`config.mk`:
```
export PLATFORM = sky130hd
export DESIGN_NAME = fnd_time_display
export DESIGN_NICKNAME = d
export VERILOG_FILES = /design/src/rtl/fnd_time_display.sv
export SDC_FILE = /design/constraint.sdc
export NUM_CORES = 1
export LEC_CHECK = 0
export ABC_AREA = 1
export BUFFER_PORTS_ARGS = -buffer_cell sky130_fd_sc_hd__buf_2
export CAP_MARGIN = 25
export CELL_PAD_IN_SITES_DETAIL_PLACEMENT = 1
export CELL_PAD_IN_SITES_GLOBAL_PLACEMENT = 2
export CORE_MARGIN = 4
export CORE_UTILIZATION = 33
export DETAILED_ROUTE_END_ITERATION = 10
export PLACE_DENSITY = 0.84
export SLEW_MARGIN = 40
export SYNTH_ARGS = -nofsm -noshare
export SYNTH_HDL_FRONTEND = slang
export SYNTH_SLANG_ARGS = --single-unit
export TNS_END_PERCENT = 5
```
`constraint.sdc`:
```
create_clock -name clk -period 1.96 [get_ports clk]
set_clock_uncertainty 0.15 [all_clocks]
set_input_delay 0 -clock clk [delete_from_list [all_inputs] [get_ports clk]]
set_output_delay 0 -clock clk [all_outputs]
set_load 0.02 [all_outputs]
```
`src/rtl/fnd_time_display.sv`:
```
// -----------------------------------------------------------------------------
// fnd_time_display
//   Drives a 4-digit common-anode 7-segment display from the watch time bus.
//   At every frame boundary one pair of binary bytes is captured: {hour,min}
//   or {min,sec}. Both bytes go through a sequential double-dabble in parallel,
//   taking 8 cycles. The BCD result is then loaded into the display digit
//   registers in one step. Digits are scanned right to left, each for SCAN_DIV
//   clocks.
//
// Ports
//   clk        rising-edge system clock
//   reset_n    asynchronous active-low reset
//   hour/min/sec  8-bit binary time from the watch core
//   disp_mode  0: HH.MM, 1: MM.SS (sampled at frame snapshot)
//   blank      1: all digits dark (counters keep running)
//   seg_n      active-low segments {dp,g,f,e,d,c,b,a}
//   com_n      active-low digit enables, bit3 = leftmost digit
//   conv_busy  high while the BCD conversion is shifting
// -----------------------------------------------------------------------------
module fnd_time_display #(
  parameter int SCAN_DIV  = 100_000,
  parameter int BLINK_DIV = 50_000_000
) (
  input  logic       clk,
  input  logic       reset_n,
  input  logic [7:0] hour,
  input  logic [7:0] min,
  input  logic [7:0] sec,
  input  logic       disp_mode,
  input  logic       blank,
  output logic [7:0] seg_n,
  output logic [3:0] com_n,
  output logic       conv_busy
);

  localparam int SCAN_W  = (SCAN_DIV  > 1) ? $clog2(SCAN_DIV)  : 1;
  localparam int BLINK_W = (BLINK_DIV > 1) ? $clog2(BLINK_DIV) : 1;

  // One double-dabble iteration on {hundreds, tens, ones, binary}.
  function automatic logic [19:0] dd_step(input logic [19:0] sr);
    logic [19:0] t;
    t = sr;
    for (int n = 0; n < 3; n++) begin
      if (t[8+4*n +: 4] >= 4'd5) t[8+4*n +: 4] = t[8+4*n +: 4] + 4'd3;
    end
    return {t[18:0], 1'b0};
  endfunction

  // Segment pattern {g..a}, active-low; dash overrides the digit.
  function automatic logic [6:0] seg7(input logic [3:0] d, input logic dash);
    logic [6:0] s;
    if (dash) begin
      s = 7'b0111111;
    end else begin
      case (d)
        4'd0:    s = 7'h40;
        4'd1:    s = 7'h79;
        4'd2:    s = 7'h24;
        4'd3:    s = 7'h30;
        4'd4:    s = 7'h19;
        4'd5:    s = 7'h12;
        4'd6:    s = 7'h02;
        4'd7:    s = 7'h78;
        4'd8:    s = 7'h00;
        4'd9:    s = 7'h10;
        default: s = 7'h7F;
      endcase
    end
    return s;
  endfunction

  logic [SCAN_W-1:0]  r_scan_cnt;
  logic [1:0]         r_digit_idx;
  logic [BLINK_W-1:0] r_blink_cnt;
  logic               r_blink;
  logic               r_first;
  logic               r_busy;
  logic [2:0]         r_step;
  logic [3:0][3:0]    r_dig;       // [3]=hi tens .. [0]=lo ones
  logic [1:0]         r_dash;      // [1]=hi byte, [0]=lo byte
  logic               r_disp_mode;
  logic [7:0]         r_seg_n;
  logic [3:0]         r_com_n;

  logic [19:0]        r_sr_hi_p0;
  logic [19:0]        r_sr_lo_p0;
  logic               r_snap_mode_p0;

  logic               w_scan_wrap;
  logic               w_snap;
  logic [19:0]        w_hi_nxt;
  logic [19:0]        w_lo_nxt;
  logic [3:0]         w_cur_dig;
  logic               w_cur_dash;
  logic               w_dp_n;

  assign w_scan_wrap = (r_scan_cnt == SCAN_W'(SCAN_DIV - 1));
  assign w_snap      = r_first || (w_scan_wrap && (r_digit_idx == 2'd3));
  assign w_hi_nxt    = dd_step(r_sr_hi_p0);
  assign w_lo_nxt    = dd_step(r_sr_lo_p0);
  assign w_cur_dig   = r_dig[r_digit_idx];
  assign w_cur_dash  = r_digit_idx[1] ? r_dash[1] : r_dash[0];
  // dp only on digit 2: steady in MM.SS, blinking in HH.MM.
  assign w_dp_n      = !((r_digit_idx == 2'd2) && (r_disp_mode || !r_blink));

  // Stage p0: snapshot capture and shift registers (pure data, no reset)
  always_ff @(posedge clk) begin
    if (w_snap) begin
      r_sr_hi_p0     <= {12'd0, disp_mode ? min : hour};
      r_sr_lo_p0     <= {12'd0, disp_mode ? sec : min};
      r_snap_mode_p0 <= disp_mode;
    end else if (r_busy) begin
      r_sr_hi_p0     <= w_hi_nxt;
      r_sr_lo_p0     <= w_lo_nxt;
    end
  end

  // Stage p1: scan/blink control, display registers and registered outputs
  always_ff @(posedge clk or negedge reset_n) begin
    if (!reset_n) begin
      r_scan_cnt  <= '0;
      r_digit_idx <= 2'd0;
      r_blink_cnt <= '0;
      r_blink     <= 1'b0;
      r_first     <= 1'b1;
      r_busy      <= 1'b0;
      r_step      <= 3'd0;
      r_dig       <= '0;
      r_dash      <= 2'b00;
      r_disp_mode <= 1'b0;
      r_seg_n     <= 8'hFF;
      r_com_n     <= 4'hF;
    end else begin
      r_first <= 1'b0;

      if (w_scan_wrap) begin
        r_scan_cnt  <= '0;
        r_digit_idx <= r_digit_idx + 2'd1;
      end else begin
        r_scan_cnt  <= r_scan_cnt + SCAN_W'(1);
      end

      if (r_blink_cnt == BLINK_W'(BLINK_DIV - 1)) begin
        r_blink_cnt <= '0;
        r_blink     <= ~r_blink;
      end else begin
        r_blink_cnt <= r_blink_cnt + BLINK_W'(1);
      end

      if (w_snap) begin
        r_busy <= 1'b1;
        r_step <= 3'd0;
      end else if (r_busy) begin
        r_step <= r_step + 3'd1;
        if (r_step == 3'd7) begin
          // Last shift: load all four digits together so no frame is torn.
          // A non-zero hundreds nibble means the byte exceeded 99.
          r_busy      <= 1'b0;
          r_dig[3]    <= w_hi_nxt[15:12];
          r_dig[2]    <= w_hi_nxt[11:8];
          r_dig[1]    <= w_lo_nxt[15:12];
          r_dig[0]    <= w_lo_nxt[11:8];
          r_dash      <= {(w_hi_nxt[19:16] != 4'd0), (w_lo_nxt[19:16] != 4'd0)};
          r_disp_mode <= r_snap_mode_p0;
        end
      end

      if (blank) begin
        r_seg_n <= 8'hFF;
        r_com_n <= 4'hF;
      end else begin
        r_seg_n <= {w_dp_n, seg7(w_cur_dig, w_cur_dash)};
        r_com_n <= ~(4'b0001 << r_digit_idx);
      end
    end
  end

  assign seg_n     = r_seg_n;
  assign com_n     = r_com_n;
  assign conv_busy = r_busy;

endmodule

```
==> results of run 1 <==
==> critical path, cell delays in order (launching register included) <==
cell and delay [ns]:
dfrtp_1 0.38, ha_2 0.21, nand2_2 0.07, nor2_4 0.10, nand3_2 0.09, nor2_4 0.16, nand3_4 0.13, nand2_4 0.18
clkbuf_16 0.19, a21oi_1 0.07
==> area by class of cell <==
cell class | instances | share of cell area [%]
clock buffer | 17 | 5.20
clock inverter | 15 | 2.31
inverter | 96 | 4.47
multi-input combinational | 549 | 35.0
sequential | 123 | 37.4
tap | 234 | 3.58
timing repair buffer | 119 | 12.0
==> power by group through the flow <==
stage / clock [mW] / combinational (mW) / sequential, mW
final: 3.28 / 0.620 / 2.80
after global routing: 3.48 / 0.713 / 2.81
after CTS: 3.35 / 0.604 / 2.79
after detailed placement: 0 / 0.537 / 2.84
after global placement: 0 / 0.528 / 2.84
after floorplan: 0 / 0.308 / 2.84
==> state kept, by name (all words and copies together), names as in the netlist <==
register        count
r_dash              2
com_n               4
r_blink_cnt        26
seg_n               8
r_first             1
r_sr_lo_p0         20
r_blink             1
r_step              3
r_dig              16
r_sr_hi_p0         20
r_snap_mode_p0      1
r_digit_idx         2
conv_busy           1
r_scan_cnt         17
r_disp_mode         1
==> final timing paths <==
kind	from	endpoint	slack, ns	depth (start not counted)
max	r_scan_cnt[0]	r_sr_lo_p0[1]	-0.01	9
min	reset_n	r_blink_cnt[16]	0.0004	3
max reg2reg	r_scan_cnt[0]	r_sr_lo_p0[1]	-0.01	9
min reg2reg	r_sr_hi_p0[19]	r_sr_hi_p0[19]	0.32	2
max in group asynchronous	reset_n	seg_n[0]	1.27	3
min in group clk	blank	com_n[1]	0.25	4
==> cells in the mapped netlist, types with 8 or more instances <==
master,count
inv_1,92
o21ai_0,54
ha_1,25
nor3_1,16
nand4_1,12
dfstp_2,13
xnor2_1,8
xor2_1,29
a21oi_1,37
nand2_1,206
dfrtp_1,69
nor2_1,100
dfxtp_1,24
edfxtp_1,17
nand3_1,36
==> stage by stage <==
| step | cells | instance area [µm²] | power, mW |
|---|---|---|---|
| after floorplan | 783 | 6300 | 3.15 |
| after global placement | 1080 | 7050 | 3.37 |
| after detailed placement | 1080 | 7050 | 3.38 |
| after CTS | 1146 | 8020 | 6.75 |
| after global routing | 1153 | 8180 | 7.00 |
| final | 1153 | 8180 | 6.69 |
==> what timing repair did <==
item	CTS	global route
setup buffers	0	5
hold buffers	34	0
cloned	0	2
setup endpoints to repair	29	87
hold endpoints to repair	111	0
gates resized for setup	3	27
pin swaps	0	4
==> cells by family after synthesis <==
| group | count (synthesis) |
|---|---|
| AND/OR/NAND/NOR | 387 |
| flip-flops | 123 |
| buffers and inverters | 111 |
| AO/OA/AOI/OAI | 99 |
| XOR/XNOR | 37 |
| adder cells (fa/ha/maj) | 25 |
| other | 1 |
==> layer usage <==
metal,vias to the layer above,part of all wire (%)
met5,-,0
met4,0,1.9
li1,2745,-
met2,66,48
met1,2656,47
met3,24,3.0
==> cell usage in the layout (no fill, tap or decap), types with 4 or more instances in the layout <==
cell / count
a21oi_2: 5
nand3_1: 35
buf_12: 5
xor2_1: 29
edfxtp_1: 17
ha_1: 22
dlygate4sd3_1: 34
dfstp_2: 13
buf_4: 38
nor3_1: 15
inv_1: 91
o21ai_0: 53
clkinvlp_4: 4
buf_2: 39
xnor2_1: 8
nor2_2: 5
nor2_1: 95
nand4_1: 12
clkbuf_16: 19
dfrtp_1: 68
nand2_1: 203
dfxtp_1: 24
a21oi_1: 32
==> metrics.txt, run 1 <==
hold crit path type=in -> async; M1 GR Usage=20.8%; Ports=41; area leader, netlist=dfrtp_1; Final Setup Violations=3; clock power share=roughly half; Arr. time, crit path=1.99 ns; Starting Density=between 30% and 40%; Setup WS post-layout=-0.0115 ns; fraction of the mapped netlist area in simple logic gates=around 26%; Reg clk slew, reported paths=~0.060 ns; mapped cell area=about 6300 µm²; P&R area growth vs syn=29.8%; ranking of synthesized cells by area=dfrtp_1 (27%), nand2_1 (12%), edfxtp_1 (8.1%), dfxtp_1 (7.6%), nor2_1 (6.0%); combinational fraction of design power=around a tenth; Cell Rows=50; diode count=0; Residual DRC=0; Period minus WS final=a little under 2 ns; Startpoint Class=flop; Mapped Avg Cell Area=slightly above 8 µm²; Wirelength per Cell=~14 µm; multi-input logic area=2860 µm²; failing checks=setup timing; number of CTS-inserted buffers=17; largest net degree at the start of global routing=83; CTS H-tree lvls=4; VDD IR max=~500 µV; Seq/Total Area, Yosys=between 40% and 50%; area share of the largest cell type after synthesis=approximately 27%; dpl ws=-0.163 ns; Sw Share=around a quarter; layer with the highest usage=met2; gp weighted congestion=~0.8; Switch Pwr=1.69 mW; drt pass-1 iters=4; Die X=146 µm; layout cells sized above 1=17.8%; GR Util met2=between 20 and 30%; RSZ-0062 raised after global routing=true; core area=between 15000 and 20000 µm²; Final Max Slew Viols=0; fin crit share=101%; clock sinks=approximately 120; outcome=finished, violations left; synthesized flop and latch total=123; max-cap violations=0; DRT antenna net count=0; Flop pwr share=between 40% and 50%; peak fanout along the critical path=15; Hold Violations, Final=0; Worst-Skew Late Latency=about 0.42 ns; max frequency=roughly 0.51 GHz; final-stage net count=about 960; via count=about 5500; Port Buffers=40; Synthesized Nets=roughly 840; post-synthesis mux area share=0%; power per cell area=roughly 800 nW/µm²; CTS root buffer=clkbuf_16; Post-synth EDFFs=17; combinational family with the most area after synthesis=simple AND/OR/NAND/NOR gates; Worst slew margin=62.0%; synth warn=0; Unique masters post-synth=40; Synth async-reset ratio=between 60% and 70%; measured slew at the worst slew-check pin=around 0.57 ns; vias in the first global route=5834; clock buffer depth=2; WHS=just over 0.0004 ns; CP Class=reg -> reg; M3 GR Usage=3.48%; critical path endpoint category=flop; Die H=146 µm; setup_tns=-0.0140 ns; die area=around 21000 µm²; gr usage total=between 10% and 20%; fraction of the mapped netlist area in adder cells=under 10%; post-synthesis xor/xnor area fraction=under 10%; initial antenna violation count=0; Internal=5.00 mW; WL final=16.6 mm; drt initial violations=292; DR vias/cell=around 4.8; Post-Route Utilization=a little over two fifths; Pleak=roughly 3.9 nW; Layout fillers=between 2000 and 2500; HPWL after detailed placement=about 12 mm; total grt overflow=0; first-pass GRT wire length=~28 mm; Critical Path RT=slightly below 2 ns; Mapped Cells=783; ys flop type=dfrtp_1; CTS tree=built; sequential cell area=between 3000 and 4000 µm²; Compound-Gate Fraction of Synth Area=approximately 8.1%
No activity file was read; power rests on OpenSTA's default activity.
==> inputs of run 2 (changes only) <==
Settings changed: CORE_UTILIZATION 33 to 39, PLACE_DENSITY 0.84 to 0.92.
Clock period 1.96 ns to 2.55 ns, I/O delays scaled along.
==> run 2 against run 1 <==
The flow now finishes without violations. Largest cell class unchanged. Combinational power fell by 29%. Non-clock buffer count fell by 38. Wire length rose by 0.64%. Design area fell by 5.7%. Global-route usage rose by 3.4 points. Via count fell by 1.8%. Clock power fell by 22%. Die area fell by 15%.
==> metrics.txt, run 2 (synthesis results as in run 1) <==
outcome=finished, final reports clean; clock buffer depth=2; HPWL after detailed placement=11.9 mm; Final Max Slew Viols=0; sequential cell area=~3000 µm²; Startpoint Class=flop; CTS root buffer=clkbuf_16; Die H=~140 µm; drt pass-1 iters=5; gp weighted congestion=roughly 0.79; Setup WS post-layout=about 0.27 ns; max frequency=0.439 GHz; WL final=between 15 and 20 mm; Critical Path RT=around 2.7 ns; Worst slew margin=between 50% and 60%; Hold Violations, Final=0; CP Class=reg -> reg; CTS tree=built; peak fanout along the critical path=6; P&R area growth vs syn=22.4%; max reg flops=26; Arr. time, crit path=~2.4 ns; critical path launch point=r_scan_cnt[0]; slowest stage delay, CP=between 0.5 and 0.6 ns; worst path bufs/invs=1; critical path endpoint category=flop; DRT antenna net count=0; RSZ-0062 raised after global routing=false; layer with the highest usage=met2; max-cap violations=0; largest reg by FF count=r_blink_cnt; CTS H-tree lvls=4; Period minus WS final=between 2 and 2.5 ns; Final Setup Violations=0; VDD IR max=between 400 and 500 µV; Cell Rows=46; drt initial violations=~280; clock sinks=between 100 and 150; diode count=0; via count=~5400; commonest non-fill, non-tap cell in the layout=nand2_1; Die X=135 µm; fin crit share=between 80% and 90%; measured slew at the worst slew-check pin=0.645 ns; final-stage net count=between 900 and 1000; initial antenna violation count=0; layout cells sized above 1=12.0%; Pleak=~3.7 nW; Worst-Skew Late Latency=around 0.42 ns; CP max-delay cell=dlygate4sd3_1; Residual DRC=0; Design Area, Final=7720 µm²; worst-path cell chain=ha_1 -> nand2_1 -> nor2_4 -> nand3_1 -> nor2_2 -> nand3_2 -> a22oi_1 -> dlygate4sd3_1; family with the most delay on the worst path=simple AND/OR/NAND/NOR gates; hold crit path type=in -> reg; dpl cells=slightly above 1000; M1 GR Usage=a little under a quarter; gr usage total=around a fifth; top flop regs=r_blink_cnt x26, r_sr_hi_p0 x20, r_sr_lo_p0 x20; multi-input logic area=about 2800 µm²; core area=~16000 µm²; Wirelength per Cell=roughly 15 µm; largest net degree at the start of global routing=83; setup_tns=0 ns; Reg clk slew, reported paths=0.06 ns; number of CTS-inserted buffers=17; GR Util met2=34.9%; WHS=between 0.003 and 0.004 ns; Resize count post-CTS=0; die area=18300 µm²; vias in the first global route=approximately 6000; total grt overflow=0; Layout fillers=around 2000; dpl cell area=roughly 6700 µm²; DR vias/cell=between 4 and 5; power per cell area=about 670 nW/µm²; Hold Startpoint=min[7]; Ports=41; final std cells w/o fill=between 1000 and 1500; dpl ws=between 0.3 and 0.4 ns; commonest non-fill, non-tap cells in the layout=nand2_1 (206), nor2_1 (100), inv_1 (92); first-pass GRT wire length=28.4 mm; Starting Density=39.7%; source of the worst register-to-register timing path=r_scan_cnt[0]; Port Buffers=40; M3 GR Usage=4.28%
==> run 2: cell type report <==
cell class	instances	area share [%]
clock buffers	23	6.58
clock inverters	9	1.74
inverters	96	4.67
multi-input cells	549	36.1
flip-flops and latches	123	39.6
well taps	216	3.50
repair buffers	81	7.80
==> run 2: per-stage QoR <==
stage	util [%]	power [mW]
2_1_floorplan	-	2.42
3_3_place_gp	42.4	2.55
3_5_place_dp	42.4	2.57
4_1_cts	48.6	5.20
5_1_grt	48.6	5.37
6_report	48.6	5.16
==> run 2: what timing repair did <==
| action | CTS | global route |
|---|---|---|
| hold buffers | 34 | 0 |
| setup buffers | 0 | 0 |
| endpoints found under the hold margin | 111 | 0 |
==> run 2: worst paths after layout <==
kind	cells past startpoint	to	slack [ns]
setup reg to reg	8	r_sr_hi_p0[0]	0.27
min in group asynchronous	2	r_blink_cnt[8]	0.02
max in group asynchronous	2	r_scan_cnt[1]	1.76
hold / removal	5	r_sr_hi_p0[7]	0.003
setup / recovery	8	r_sr_hi_p0[0]	0.27
hold reg to reg	1	seg_n[7]	0.27
==> run 2: power by group <==
part           internal (mW)  total, mW  switching (mW)
clock                   1.69       2.56           0.872
combinational          0.171      0.442           0.271
sequential              2.09       2.15          0.0617
total                   3.95       5.16            1.20
==> run 2: worst register-to-register path, delay by kind of cell, from the launching register on <==
| kind | cells | cell delay, ns |
|---|---|---|
| buffers and inverters | 1 | 0.58 |
| AND/OR/NAND/NOR | 5 | 0.65 |
| flip-flops | 1 | 0.36 |
| adder cells (fa/ha/maj) | 1 | 0.19 |
| AO/OA/AOI/OAI | 1 | 0.23 |
==> run 2: routing by layer <==
layer	share of wire [%]	routed length (µm)
met1	44	7280
met2	52	8720
met3	2.6	437
met5	0	0
met4	1.7	281
==> inputs of run 3 (changes only) <==
==> constraint.sdc (replaced) <==
create_clock -name clk -period 2.55 [get_ports clk]
set_clock_uncertainty 0.15 [all_clocks]
set_input_delay 0.3825 -clock clk [delete_from_list [all_inputs] [get_ports clk]]
set_output_delay 0.3825 -clock clk [all_outputs]
set_load 0.02 [all_outputs]
==> run 3 against run 2 <==
Sequential power about the same. Wire length is 5.4% lower. Sequential share of layout area up 1.9 points. Design area fell by 4.5%. Hold slack better by 0.089 ns. Maximum frequency decreased by 0.34%. Via count is 2.4% lower. Worst setup slack worse by 0.0077 ns. Die area unchanged. Global-route usage decreased by 0.92 points.
==> metrics.txt, run 3 (synthesis results as in run 1) <==
outcome=finished, final reports clean; Starting Density=between 30% and 40%; Residual DRC=0; DR top layer=met4; dpl cell area=6750 µm²; Final Max Slew Viols=0; drt initial violations=260; r2r setup slk=between 0.2 and 0.3 ns; gr usage total=18.6%; Critical Path Most Common Cell=nor2_1; met3 wire length=about 440 µm; diode count=0; Hold Violations, Final=0; Cell Rows=46; fin crit share=between 80 and 90%; Period minus WS final=around 2.3 ns; hold crit path type=in -> reg; number of CTS-inserted buffers=17; max reg flops=26; Worst slew margin=between 60% and 70%; commonest non-fill, non-tap cells in the layout=nand2_1 (206), nor2_1 (100), inv_1 (92); CTS root buffer=clkbuf_16; Ports=41; dpl ws=around 0.28 ns; DRT antenna net count=0; die area=18300 µm²; DR vias/cell=4.94; clock sinks=around 120; postcts setup bufs=0; clock buffer depth=2; Die H=around 140 µm; CP max-delay cell=dfrtp_1; Design Area, Final=7370 µm²; P&R area growth vs syn=16.9%; CTS tree=built; worst-path cell chain=inv_2 -> nor2_1 -> nor2_1 -> o21ai_0 -> nand2_1 -> inv_1 -> ha_1 -> or2_2 -> o211ai_1 -> nand3_1; Critical Path RT=approximately 2.7 ns; gp weighted congestion=around 0.79; multi-input logic area=between 2000 and 3000 µm²; layout cells sized above 1=12.6%; slowest stage delay, CP=around 0.52 ns; critical path endpoint category=flop; Reg clk slew, reported paths=0.06 ns; first-pass GRT wire length=27.0 mm; final-stage net count=between 800 and 900; max frequency=~0.44 GHz; core area=about 16000 µm²; Worst-Skew Late Latency=0.42 ns; vias in the first global route=roughly 5700; top flop regs=r_blink_cnt x26, r_sr_hi_p0 x20, r_sr_lo_p0 x20; largest reg by FF count=r_blink_cnt; Arr. time, crit path=between 2 and 2.5 ns; drt pass-1 iters=4; sequential cell area=just over 3000 µm²; setup_tns=0 ns; Port Buffers=40; via count=5264; Die X=roughly 140 µm; Startpoint Class=flop; total grt overflow=0; Layout fillers=~2000; largest net degree at the start of global routing=46; CTS H-tree lvls=4; WL met2=7.96 mm; peak fanout along the critical path=11; WL final=between 15 and 20 mm; power per cell area=675 nW/µm²; measured slew at the worst slew-check pin=between 0.5 and 0.6 ns; Metal-1 WL=7.12 mm; RSZ-0062 raised after global routing=false; VDD IR max=between 400 and 500 µV; Setup WS post-layout=around 0.26 ns; Wirelength per Cell=approximately 15 µm; HPWL after detailed placement=about 12 mm; max-cap violations=0; Final Setup Violations=0; Pleak=3.53 nW; commonest non-fill, non-tap cell in the layout=nand2_1; CP Class=reg -> reg; initial antenna violation count=0
## run 3: changes by cell type in the layout (fill, tap and decap cells not counted)
cell           delta
bufinv_16         -1
buf_12            +1
clkinv_2          +2
buf_4             +1
clkbuf_8          -2
dlygate4sd3_1    -33
## run 3: repair_timing
item	CTS	global route
hold endpoints to repair	36	0
resized for setup	0	0
hold buffers	1	0
## run 3: power by group
group	total [mW]	switching, mW	internal, mW	leakage, nW
clock	2.43	0.868	1.56	0.290
combinational	0.391	0.258	0.133	1.81
sequential	2.15	0.0601	2.09	1.44
## run 3: layout make-up
cell class / instances / area share (%)
clock buffers: 22 / 6.71
clock inverters: 10 / 1.55
inverters: 96 / 4.89
multi-input cells: 549 / 37.8
flip-flops and latches: 123 / 41.5
well taps: 216 / 3.67
repair buffers: 49 / 3.87
## run 3: through the flow
step	instances	util [%]	total power [mW]	hold WS [ns]
final	1065	46.4	4.97	0.0924
after global placement	1032	42.5	2.55	0.239
after detailed placement	1032	42.5	2.58	0.252
after global routing	1065	46.4	5.20	0.103
after CTS	1065	46.4	5.03	0.0820
after floorplan	783	-	2.42	-0.0631
## run 3: layer usage
metal / track usage [%] / vias up
met5: 0 / -
met1: 23.4 / 2578
met3: 3.69 / 20
li1: - / 2602
met4: 6.38 / 0
met2: 31.8 / 64
## run 3: worst max-delay path: cells and delay by family, from the launching register on
family                     cells  cell delay [ns]
and+or+nand+nor                5             0.74
DFF                            1             0.52
buffers and inverters          2             0.37
adders and majority gates      1             0.21
AOI/OAI and AO/OA              2             0.20
## run 3: worst paths after layout
path / start / end / cells past startpoint
setup / recovery: r_digit_idx[0] / seg_n[0] / 10
hold / removal: blank / seg_n[6] / 3
setup reg to reg: r_digit_idx[0] / seg_n[0] / 10
hold reg to reg: r_disp_mode / seg_n[7] / 1
max in group asynchronous: reset_n / seg_n[4] / 3
min in group asynchronous: reset_n / r_blink_cnt[8] / 2
